===== src/rtl/fifo_buffer_v3_if.sv =====
// Handshake/data bundle for fifo_buffer_v3: the slave modport is the FIFO side,
// the master modport is the producer/consumer side that drives the requests.
interface fifo_buffer_v3_if #(
  parameter int DATA_WIDTH = 36,
  parameter int ADDR_WIDTH = 5
);
  logic                  clear_i;
  logic [DATA_WIDTH-1:0] data_i;
  logic                  wren_i;
  logic                  rden_i;
  logic [DATA_WIDTH-1:0] data_o;
  logic                  valid_o;
  logic                  empty_o;
  logic                  full_o;
  logic                  almost_full_o;
  logic [ADDR_WIDTH:0]   count_o;
  logic                  overflow_o;
  logic                  underflow_o;

  modport slave (
    input  clear_i, data_i, wren_i, rden_i,
    output data_o, valid_o, empty_o, full_o, almost_full_o, count_o,
           overflow_o, underflow_o
  );

  modport master (
    output clear_i, data_i, wren_i, rden_i,
    input  data_o, valid_o, empty_o, full_o, almost_full_o, count_o,
           overflow_o, underflow_o
  );
endinterface


===== src/rtl/fifo_buffer_v3.sv =====
// Single-clock circular FIFO, 2**ADDR_WIDTH deep; read latency 1 cycle (FWFT=0) or 0 (FWFT=1).
// No backpressure stall: rejected writes/reads are dropped and latched into sticky overflow/underflow flags.
module fifo_buffer_v3 #(
  parameter int DATA_WIDTH   = 36,
  parameter int ADDR_WIDTH   = 5,
  parameter int AFULL_THRESH = 28,
  parameter bit FWFT         = 1'b0
) (
  input  logic             clk,
  input  logic             reset,
  fifo_buffer_v3_if.slave  bus
);

  localparam int              DEPTH   = 1 << ADDR_WIDTH;
  localparam int              CW      = ADDR_WIDTH + 1;
  localparam logic [CW-1:0]   DEPTH_C = CW'(DEPTH);
  localparam logic [CW-1:0]   AFULL_C = CW'(AFULL_THRESH);

  logic [DATA_WIDTH-1:0] mem [DEPTH];

  logic [ADDR_WIDTH-1:0] wr_ptr_q, wr_ptr_d;
  logic [ADDR_WIDTH-1:0] rd_ptr_q, rd_ptr_d;
  logic [CW-1:0]         count_q, count_d;
  logic                  overflow_q, overflow_d;
  logic                  underflow_q, underflow_d;
  logic                  valid_q, valid_d;
  logic [DATA_WIDTH-1:0] data_q, data_d;

  logic rd_acc;
  logic wr_acc;
  logic mem_we;

  // A full FIFO can still take a write when a read frees the slot in the same cycle.
  always_comb begin
    rd_acc = bus.rden_i && (count_q != '0);
    wr_acc = bus.wren_i && ((count_q != DEPTH_C) || rd_acc);
    mem_we = wr_acc && !bus.clear_i;
  end

  always_comb begin
    wr_ptr_d    = wr_ptr_q;
    rd_ptr_d    = rd_ptr_q;
    count_d     = count_q;
    overflow_d  = overflow_q;
    underflow_d = underflow_q;
    valid_d     = 1'b0;
    data_d      = data_q;

    if (bus.clear_i) begin
      wr_ptr_d    = '0;
      rd_ptr_d    = '0;
      count_d     = '0;
      overflow_d  = 1'b0;
      underflow_d = 1'b0;
      data_d      = '0;
    end else begin
      if (wr_acc) begin
        wr_ptr_d = wr_ptr_q + 1'b1;
      end
      if (rd_acc) begin
        rd_ptr_d = rd_ptr_q + 1'b1;
      end

      case ({wr_acc, rd_acc})
        2'b10:   count_d = count_q + 1'b1;
        2'b01:   count_d = count_q - 1'b1;
        default: count_d = count_q;
      endcase

      if (bus.wren_i && !wr_acc) begin
        overflow_d = 1'b1;
      end
      if (bus.rden_i && !rd_acc) begin
        underflow_d = 1'b1;
      end

      // Registered read port is only used in the non-FWFT mode.
      if (!FWFT && rd_acc) begin
        valid_d = 1'b1;
        data_d  = mem[rd_ptr_q];
      end
    end
  end

  always_ff @(posedge clk or posedge reset) begin
    if (reset) begin
      wr_ptr_q    <= '0;
      rd_ptr_q    <= '0;
      count_q     <= '0;
      overflow_q  <= 1'b0;
      underflow_q <= 1'b0;
      valid_q     <= 1'b0;
      data_q      <= '0;
    end else begin
      wr_ptr_q    <= wr_ptr_d;
      rd_ptr_q    <= rd_ptr_d;
      count_q     <= count_d;
      overflow_q  <= overflow_d;
      underflow_q <= underflow_d;
      valid_q     <= valid_d;
      data_q      <= data_d;
    end
  end

  // Storage is deliberately left out of reset.
  always_ff @(posedge clk) begin
    if (mem_we) begin
      mem[wr_ptr_q] <= bus.data_i;
    end
  end

  assign bus.empty_o       = (count_q == '0);
  assign bus.full_o        = (count_q == DEPTH_C);
  assign bus.almost_full_o = (count_q >= AFULL_C);
  assign bus.count_o       = count_q;
  assign bus.overflow_o    = overflow_q;
  assign bus.underflow_o   = underflow_q;

  generate
    if (FWFT) begin : g_fwft
      // Head word shown straight from storage; forced to zero while empty so reset/clear read as 0.
      assign bus.valid_o = (count_q != '0);
      assign bus.data_o  = (count_q != '0) ? mem[rd_ptr_q] : '0;
    end else begin : g_reg
      assign bus.valid_o = valid_q;
      assign bus.data_o  = data_q;
    end
  endgenerate

endmodule


===== src/flat_wrapper.sv =====
// flat-port wrapper written by rule: the top's interface ports become plain ports
module fifo_buffer_v3_flat 
#(
  parameter int DATA_WIDTH   = 36,
  parameter int ADDR_WIDTH   = 5,
  parameter int AFULL_THRESH = 28,
  parameter bit FWFT         = 1'b0
)
  (clk, reset, bus_clear_i, bus_data_i, bus_wren_i, bus_rden_i, bus_data_o, bus_valid_o, bus_empty_o, bus_full_o, bus_almost_full_o, bus_count_o, bus_overflow_o, bus_underflow_o);
  fifo_buffer_v3_if #(.DATA_WIDTH(DATA_WIDTH), .ADDR_WIDTH(ADDR_WIDTH)) bus_i ();
  input  logic clk;
  input  logic reset;
  input wire logic [$bits(bus_i.clear_i)-1:0] bus_clear_i;
  input wire logic [$bits(bus_i.data_i)-1:0] bus_data_i;
  input wire logic [$bits(bus_i.wren_i)-1:0] bus_wren_i;
  input wire logic [$bits(bus_i.rden_i)-1:0] bus_rden_i;
  output wire logic [$bits(bus_i.data_o)-1:0] bus_data_o;
  output wire logic [$bits(bus_i.valid_o)-1:0] bus_valid_o;
  output wire logic [$bits(bus_i.empty_o)-1:0] bus_empty_o;
  output wire logic [$bits(bus_i.full_o)-1:0] bus_full_o;
  output wire logic [$bits(bus_i.almost_full_o)-1:0] bus_almost_full_o;
  output wire logic [$bits(bus_i.count_o)-1:0] bus_count_o;
  output wire logic [$bits(bus_i.overflow_o)-1:0] bus_overflow_o;
  output wire logic [$bits(bus_i.underflow_o)-1:0] bus_underflow_o;
  assign bus_i.clear_i = bus_clear_i;
  assign bus_i.data_i = bus_data_i;
  assign bus_i.wren_i = bus_wren_i;
  assign bus_i.rden_i = bus_rden_i;
  assign bus_data_o = bus_i.data_o;
  assign bus_valid_o = bus_i.valid_o;
  assign bus_empty_o = bus_i.empty_o;
  assign bus_full_o = bus_i.full_o;
  assign bus_almost_full_o = bus_i.almost_full_o;
  assign bus_count_o = bus_i.count_o;
  assign bus_overflow_o = bus_i.overflow_o;
  assign bus_underflow_o = bus_i.underflow_o;
  fifo_buffer_v3 #(.DATA_WIDTH(DATA_WIDTH), .ADDR_WIDTH(ADDR_WIDTH), .AFULL_THRESH(AFULL_THRESH), .FWFT(FWFT)) u_core (.clk(clk), .reset(reset), .bus(bus_i));
endmodule

===== config.mk =====
export PLATFORM = sky130hd
export DESIGN_NAME = fifo_buffer_v3_flat
export DESIGN_NICKNAME = d
export VERILOG_FILES = /design/src/rtl/fifo_buffer_v3_if.sv /design/src/rtl/fifo_buffer_v3.sv /design/src/flat_wrapper.sv
export SDC_FILE = /design/constraint.sdc
export NUM_CORES = 1
export LEC_CHECK = 0
export CAP_MARGIN = 30
export CORE_MARGIN = 2
export CORE_UTILIZATION = 58
export DETAILED_ROUTE_END_ITERATION = 12
export PLACE_DENSITY = 0.71
export SYNTH_ARGS = -nofsm -noshare
export SYNTH_HDL_FRONTEND = slang
export SYNTH_SLANG_ARGS = --single-unit
export TNS_END_PERCENT = 100

===== constraint.sdc =====
create_clock -name clk -period 6.25 [get_ports clk]
set_input_delay 0.9375 -clock clk [delete_from_list [all_inputs] [get_ports clk]]
set_output_delay 0.9375 -clock clk [all_outputs]
set_load 0.02 [all_outputs]

* Word-level counts from Yosys, hierarchy flattened
Memories as Yosys holds them, arrays and structs flattened. Cells that the tools add are included.
Operators by class: equal/unequal tests 4, reductions and logical operators 16, multiplexer cells 16, add/sub/neg operators 4, magnitude comparators 1
Operators by type and width (number):
- two-way mux 36 bit | 2
- two-way mux 5 bit | 4
- one-hot mux 6 bit (2 select lines) | 1
- adder 5 x 1 -> 5 bit, second input constant | 2
- two-way mux 1 bit | 8
- nonzero test 2 bit | 4
- adder 6 x 1 -> 6 bit, second input constant | 1
- == test 6 bit, second input constant | 1
- greater-or-equal comparator 6 x 5 -> 1 bit, second input constant | 1
- zero test 6 bit | 1
- two-way mux 6 bit | 1
- inequality test 6 bit, second input constant | 1
- nonzero test 6 bit | 1
- subtractor 6 x 1 -> 6 bit, second input constant | 1
- logical AND 1 bit | 5
- zero test 1 bit | 3
- nonzero test 3 bit | 1
- == test 2 x 1 -> 1 bit, second input constant | 1
- == test 2 bit, second input constant | 1
- logical OR 1 bit | 1
Word-level totals: input bits 41, memories 1, bits in registers 55, memory bits (writable) 1152, output and inout port bits 48, logic and storage cells 49
Memories:
- u_core.mem | words 32, width 36, read ports 1, clocked after memory_dff 0, wr ports 1, line fifo_buffer_v3.sv:19 | logic [DATA_WIDTH-1:0] mem [DEPTH];

* Longest topological paths before layout
Gate-level depths: netlist (run 1).
depth after elaboration 8, depth in mapped cells 10, depth with buffers taken out 8

* Worst setup path after synthesis (run 1)
OpenSTA, ideal clock, no wires.
kind input -> register, from in bus_clear_i, to mem u_core.mem[29][0] (enable), arrival time 3.004 ns, path buffers 1, library setup time 0.429 ns, slack 2.816 ns, data required time 5.821 ns, stages on the path 4, cell sequence clkbuf_1 > nor2_1 > nand2_1 > nor2_1
On the way: word-level cells in the longest chain between the ends 4
RTL lines:
- start, declared | line flat_wrapper.sv:13 | input wire logic [$bits(bus_i.clear_i)-1:0] bus_clear_i;
- zero test 1 bit | line fifo_buffer_v3.sv:37 | mem_we = wr_acc && !bus.clear_i;
- logical AND 1 bit | line fifo_buffer_v3.sv:37
- two-way mux 1 bit | line fifo_buffer_v3.sv:107 | if (mem_we) begin
- two-way mux 1 bit (implied by the code) | line fifo_buffer_v3.sv:108 | mem[wr_ptr_q] <= bus.data_i;
- end, declared | line fifo_buffer_v3.sv:19
Every way passes these cells.

* Worst setup path in the final report (run 1)
from reg u_core.rd_ptr_q[0], to reg u_core.data_q[29], in the netlist u_core.bus.data_o[29]
On the way: word-level cells in the longest chain between the ends 3
RTL lines:
- start, declared | line fifo_buffer_v3.sv:22 | logic [ADDR_WIDTH-1:0] rd_ptr_q, rd_ptr_d;
- start signal, assigned | line fifo_buffer_v3.sv:96 | rd_ptr_q <= rd_ptr_d;
- memory (32 x 36 bit)
- two-way mux 36 bit | line fifo_buffer_v3.sv:78 | if (!FWFT && rd_acc) begin
- two-way mux 36 bit | line fifo_buffer_v3.sv:49 | if (bus.clear_i) begin
- end signal, assigned | line fifo_buffer_v3.sv:101 | data_q <= data_d;
- end, declared | line fifo_buffer_v3.sv:27 | logic [DATA_WIDTH-1:0] data_q, data_d;
Every way passes these cells. The select of a mux whose other input is x is not followed. A chain may end at the register's enable or synchronous reset.

==> results.ini, run 1 <==
[outcome]
outcome=finished clean

[clock_tree]
clockRootBuffer=clkbuf_16
post-cts-setup-buffers=0
cts_hold_buf=0
clock_latency_ns=0.69
cts_tree=built
cts-buffers-inserted=116
post_cts_resized=0
cts_buffer_depth=3
path_clk_slew_ns=0.06
htreeDepth=3
cts_sinks=1207

[synth]
synth_fp_nets=2343
synth_ff_type=edfxtp_1
async_reset_ff_frac=0.0456
yosysTopAreaCell=edfxtp_1
synth_warnings=0
ys_seq_elements=1207
avgSynthCellArea_um2=20.2
synth_edf_count=1152
syn_inst=2292
synth.cell_area_um2=46200
yosysSeqAreaShare=0.778
ys_types=50
synth_top_area_frac=0.749
synth_area_leaders=edfxtp_1 75%, mux4_2 7.1%, mux2i_1 5.5%, dfrtp_1 3.0%, o22ai_1 0.97%

[min_path]
hold_path_class=reg -> reg
hold_depth=1

[flow_run]
cap_viol_max_count=0

[timing]
slew_headroom=0.302
fmax_ghz=0.255
min_period_ns=3.92
rsz0062_at_grt=no
hold_violations=0
tightest_slew_ns=1.05
timing.setup.tns_ns=0
finalSetupViolations=0
fin_crit_sh=0.627
drv_slew=0
fin_skew_ns=0.0340

[setup_path]
critPathMaxFanout=113
path_class=reg -> reg
crit_arrival_ns=4.48
start_kind=flip-flop
end_kind=flip-flop
rr_worst_depth=6
crit_required_ns=6.81

[global_route]
grt_pass1_wl_um=162000
grt-ovfl-total=0
grtUsageTotal=0.275
grt_max_degree=114
grt_pass1_vias=23500
antenna_found_initial=2

[pwr]
p_comb_frac=0.168
sequentialPowerShare=0.471
p_leak_nw=16.3
power_mw=19.5
power_density_nw_per_um2=368
switching_power_mw=4.98
p_clk_frac=0.361
ir_drop_uv=300
p_int_mw=14.5
switching_share=0.255

[routing]
postRouteAntennaNets=0
routed_wl_um=111000
route.detailed.drc=0
viasPerCell=6.56
drt_iter0_markers=3206
via_count=23700
first_pass_iters=7
avgRoutedWirePerCell_um=30.8

[placement]
gp_congestion=0.848
place.port_buffers=88
hpwl_um=66400
dp_cells=3388

[finish]
fill_cells=5003
multi_input_area_um2=9850
final-instance-count-excl-fill=3610
fin_nets=2510
area_delta_synth_final_pct=14.7
drive_gt1_frac=0.193
regArea_um2=36000

[floorplan]
core-area_um2=78900
ioPinCount=89
die-area_um2=81900
die_w_um=286
dieHeight_um=286
start_util=0.586
row_count=103

## power groups by stage
stage          combinational [mW]  clock, mW  sequential [mW]
5_1_grt                      3.45       7.44             9.21
4_1_cts                      3.27       7.13             9.20
6_report                     3.27       7.05             9.20
3_3_place_gp                 3.20          0             9.36
2_1_floorplan                2.09          0             9.34
3_5_place_dp                 3.25          0             9.37
## synthesized netlist by cell type, types with 6 or more instances
| library cell | n |
|---|---|
| o2bb2ai_1 | 35 |
| a21oi_1 | 41 |
| a22o_1 | 44 |
| clkbuf_1 | 77 |
| ha_1 | 9 |
| buf_2 | 37 |
| xor2_1 | 8 |
| inv_1 | 6 |
| edfxtp_1 | 1152 |
| o221ai_1 | 13 |
| dfrtp_1 | 55 |
| nor2_1 | 72 |
| buf_1 | 8 |
| nand2_1 | 45 |
| a2111oi_0 | 37 |
| a32o_1 | 14 |
| nor3_1 | 6 |
| mux4_2 | 145 |
| o21ai_0 | 24 |
| buf_4 | 9 |
| mux2i_1 | 252 |
| buf_6 | 6 |
| a22oi_1 | 48 |
| a2111oi_2 | 18 |
| o22ai_1 | 72 |
## stage by stage
| step | worst slack [ns] | utilization | cell area [um^2] | hold slack (ns) |
|---|---|---|---|---|
| 3_3_place_gp | 2.08 | 0.617 | 48600 | 0.491 |
| 2_1_floorplan | 2.82 | - | 46200 | 0.553 |
| 4_1_cts | 2.25 | 0.671 | 52900 | 0.508 |
| 5_1_grt | 2.07 | 0.672 | 53000 | 0.518 |
| 6_report | 2.33 | 0.672 | 53000 | 0.511 |
| 3_5_place_dp | 2.04 | 0.622 | 49100 | 0.495 |
## area by class of cell
class | instances | area share
flip-flops and latches | 1207 | 0.679
well taps | 1050 | 0.0248
multi-input cells | 941 | 0.186
inverters | 6 | 0.000448
diodes | 2 | 0.0000944
clock buffers | 169 | 0.0625
repair buffers | 187 | 0.0370
clock inverters | 48 | 0.0106
## path summary, 6_finish.rpt
path / end / slack (ns) / from
setup / recovery: u_core.bus.data_o[29] / 2.33 / u_core.rd_ptr_q[0]
hold reg to reg: u_core.bus.data_o[0] / 0.51 / u_core.bus.data_o[0]
max in group asynchronous: u_core.bus.data_o[0] / 5.12 / reset
hold / removal: u_core.bus.data_o[0] / 0.51 / u_core.bus.data_o[0]
min in group asynchronous: u_core.bus.count_o[5] / 0.53 / reset
setup reg to reg: u_core.bus.data_o[29] / 2.33 / u_core.rd_ptr_q[0]
## placed cells by master, fill, tap and decap left out, types with 13 or more instances in the layout
master / count
o21ai_0: 24
o221ai_1: 13
mux2i_1: 252
clkbuf_1: 34
clkdlybuf4s50_1: 86
mux4_2: 145
a2111oi_2: 18
a22o_1: 44
nor2_1: 38
clkinv_2: 21
o22ai_1: 72
a2111oi_0: 37
edfxtp_1: 1152
clkbuf_8: 17
nand2_1: 45
o2bb2ai_1: 35
buf_12: 21
buf_4: 73
nor2_4: 34
dfrtp_1: 51
a32o_1: 14
clkbuf_16: 118
a21oi_1: 41
a22oi_1: 48
## per-layer routing
metal	GRT usage	share of wire	wire length (um)
met1	0.396	0.40	44800
met2	0.430	0.48	53300
met3	0.0572	0.090	10000
met4	0.0882	0.028	3080
met5	0	0.00012	13
## logic make-up (layout without fill, tap and decap cells)
family	count (synthesis)	count (layout)	share of synthesized area
flops	1207	1207	0.778
mux	400	400	0.126
compound gates	365	365	0.0612
simple gates	155	155	0.0148
buf+inv	144	410	0.0146
xor+xnor	11	11	0.00209
fa+ha+maj	10	10	0.00287
other cells	0	2	0
## state kept, by name, indices dropped and copies added (netlist names)
register / cells
u_core.rd_ptr_q: 5
u_core.bus.data_o: 36
u_core.bus.overflow_o: 1
u_core.wr_ptr_q: 5
u_core.bus.valid_o: 1
u_core.mem: 1152
u_core.bus.count_o: 6
u_core.bus.underflow_o: 1
## critical path, stage by stage (launching register included)
cell       delay, ns
dfrtp_4         0.82
buf_12          0.56
mux4_2          0.64
a22o_1          0.22
a2111oi_0       0.78
a21oi_1         0.21
a22o_1          0.26
Power figures use the tool's default switching activity.
==> inputs of run 2 (changes only) <==
Clock period 6.25 ns to 3.9 ns, I/O delays scaled along.
==> run 2 against run 1 <==
Against the previous run: sequential power rose by 60%; combinational power up 68%; clock skew shrank 0.0023 ns; final cell count increased by 1.7%; largest cell class unchanged; worst setup slack got worse by 1.8 ns; sequential share of layout area shrank 0.81 points; global-route usage about the same; utilization up 0.81 points; power rose by 58%; clock-buffer cell count down 9; critical path depth unchanged.
==> results.ini, run 2 (same netlist as run 1, synthesis figures left out) <==
[routing]
first_pass_iters=5
viasPerCell=6.51
drt_iter0_markers=2798
postRouteAntennaNets=0
routed_wl_um=112000
via_count=23900
route.detailed.drc=0
avgRoutedWirePerCell_um=30.4

[setup_path]
start_kind=flip-flop
end_kind=flip-flop
crit_required_ns=4.45
startpoint=u_core.rd_ptr_q[2]
ff2ff_setup_slack_ns=0.52
crit_arrival_ns=3.93
path_class=reg -> reg
regToRegStartpoint=u_core.rd_ptr_q[2]
critPathMaxFanout=45
crit_end=u_core.bus.data_o[21]
r2r-end=u_core.bus.data_o[21]
rr_worst_depth=6

[floorplan]
core-area_um2=78900
start_util=0.586
die_w_um=286
row_count=103
dieHeight_um=286
die-area_um2=81900
ioPinCount=89

[min_path]
hold_path_class=in -> async

[timing]
tightest_slew_ns=1.09
rsz0062_at_grt=no
fin_crit_sh=0.866
finalSetupViolations=0
min_period_ns=3.38
hold_violations=0
slew_headroom=0.271
timing.setup.tns_ns=0
fmax_ghz=0.296
fin_hold_ws_ns=0.255
fin_skew_ns=0.0317
drv_slew=0

[clock_tree]
htreeDepth=3
cts_buffer_depth=3
cts_tree=built
post-cts-setup-buffers=0
clockRootBuffer=clkbuf_16
clock_latency_ns=0.70
path_clk_slew_ns=0.06
cts_sinks=1207
cts_hold_buf=0
cts-buffers-inserted=115
post_cts_resized=0

[placement]
hpwl_um=68100
place_area_um2=49900
place.port_buffers=88
gp_congestion=0.841

[global_route]
grt_pass1_vias=24100
antenna_found_initial=0
grt_busiest_layer=met2
grt_util_met2=0.441
grt_max_degree=62
grt-ovfl-total=0
grt.met3_usage=0.0507
grt_pass1_wl_um=162000
grtUsageTotal=0.275
met1_usage=0.386

[finish]
fin_nets=2572
design_area_um2=53700
fill_cells=4889
final_cell_mix=1152 x edfxtp_1, 252 x mux2i_1, 145 x mux4_2
area_delta_synth_final_pct=16.1
layout_commonest_cell=edfxtp_1
diodes=0
drive_gt1_frac=0.206
regMostFlops=u_core.mem
largest_register_ffs=1152

[pwr]
ir_drop_uv=393
power_density_nw_per_um2=576
power_mw=30.9
p_leak_nw=16.6

[outcome]
outcome=finished clean

[flow_run]
cap_viol_max_count=0

## run 2: changes by cell type in the layout (fill, tap and decap cells not counted), moves of 2 or more
cell,previous run,this run
buf_2,2,0
inv_6,2,5
bufinv_16,12,7
buf_8,0,13
buf_12,21,28
diode_2,2,0
clkdlybuf4s50_1,86,88
clkbuf_16,118,115
clkbuf_8,17,11
buf_4,73,106
buf_16,4,15
clkinv_1,8,22
clkinvlp_4,3,1
## run 2: metal layers
metal	routed length (um)	vias up
li1	-	10000
met2	54500	1197
met3	9750	187
met1	43700	12500
met5	0	-
met4	3800	0
## run 2: power breakdown
group,total (mW),internal [mW],switching (mW)
Clock,10.7,6.10,4.63
Sequential,14.7,14.4,0.268
Combinational,5.50,2.47,3.03
## run 2: how the worst min path moves through the flow
stage / start / endpoint / slack (ns) / cells after the start
5_1_grt: reset / u_core.bus.data_o[3] / 0.27 / 2
3_5_place_dp: u_core.bus.data_o[30] / u_core.bus.data_o[30] / 0.49 / 1
3_3_place_gp: u_core.bus.data_o[3] / u_core.bus.data_o[3] / 0.48 / 1
6_report: reset / u_core.bus.data_o[27] / 0.26 / 2
4_1_cts: reset / u_core.bus.data_o[27] / 0.23 / 2
2_1_floorplan: u_core.wr_ptr_q[0] / u_core.wr_ptr_q[0] / 0.55 / 2
## run 2: area by class of cell
cell class,count,area (um^2),share of cell area
Sequential cell,1207,36000,0.671
Multi-Input combinational cell,941,9850,0.184
Clock buffer,160,3160,0.0588
Timing Repair Buffer,250,2850,0.0530
Tap cell,1050,1310,0.0245
Clock inverter,57,480,0.00896
Inverter,6,23.8,0.000443
## run 2: worst max-delay path: stages, from the launching register on
cell and delay, ns:
dfrtp_4 1.04, buf_12 0.33, mux2i_1 0.23, o22ai_1 0.10, a2111oi_0 0.86, a21oi_1 0.35, a22o_1 0.30
## run 2: through the flow
stage               std cells  worst slack [ns]   util
global route             3671             0.356  0.680
global placement         3413             0.128  0.623
floorplan                2292             0.690      -
detailed placement       3451             0.113  0.633
CTS                      3668             0.578  0.679
finish                   3671             0.523  0.680
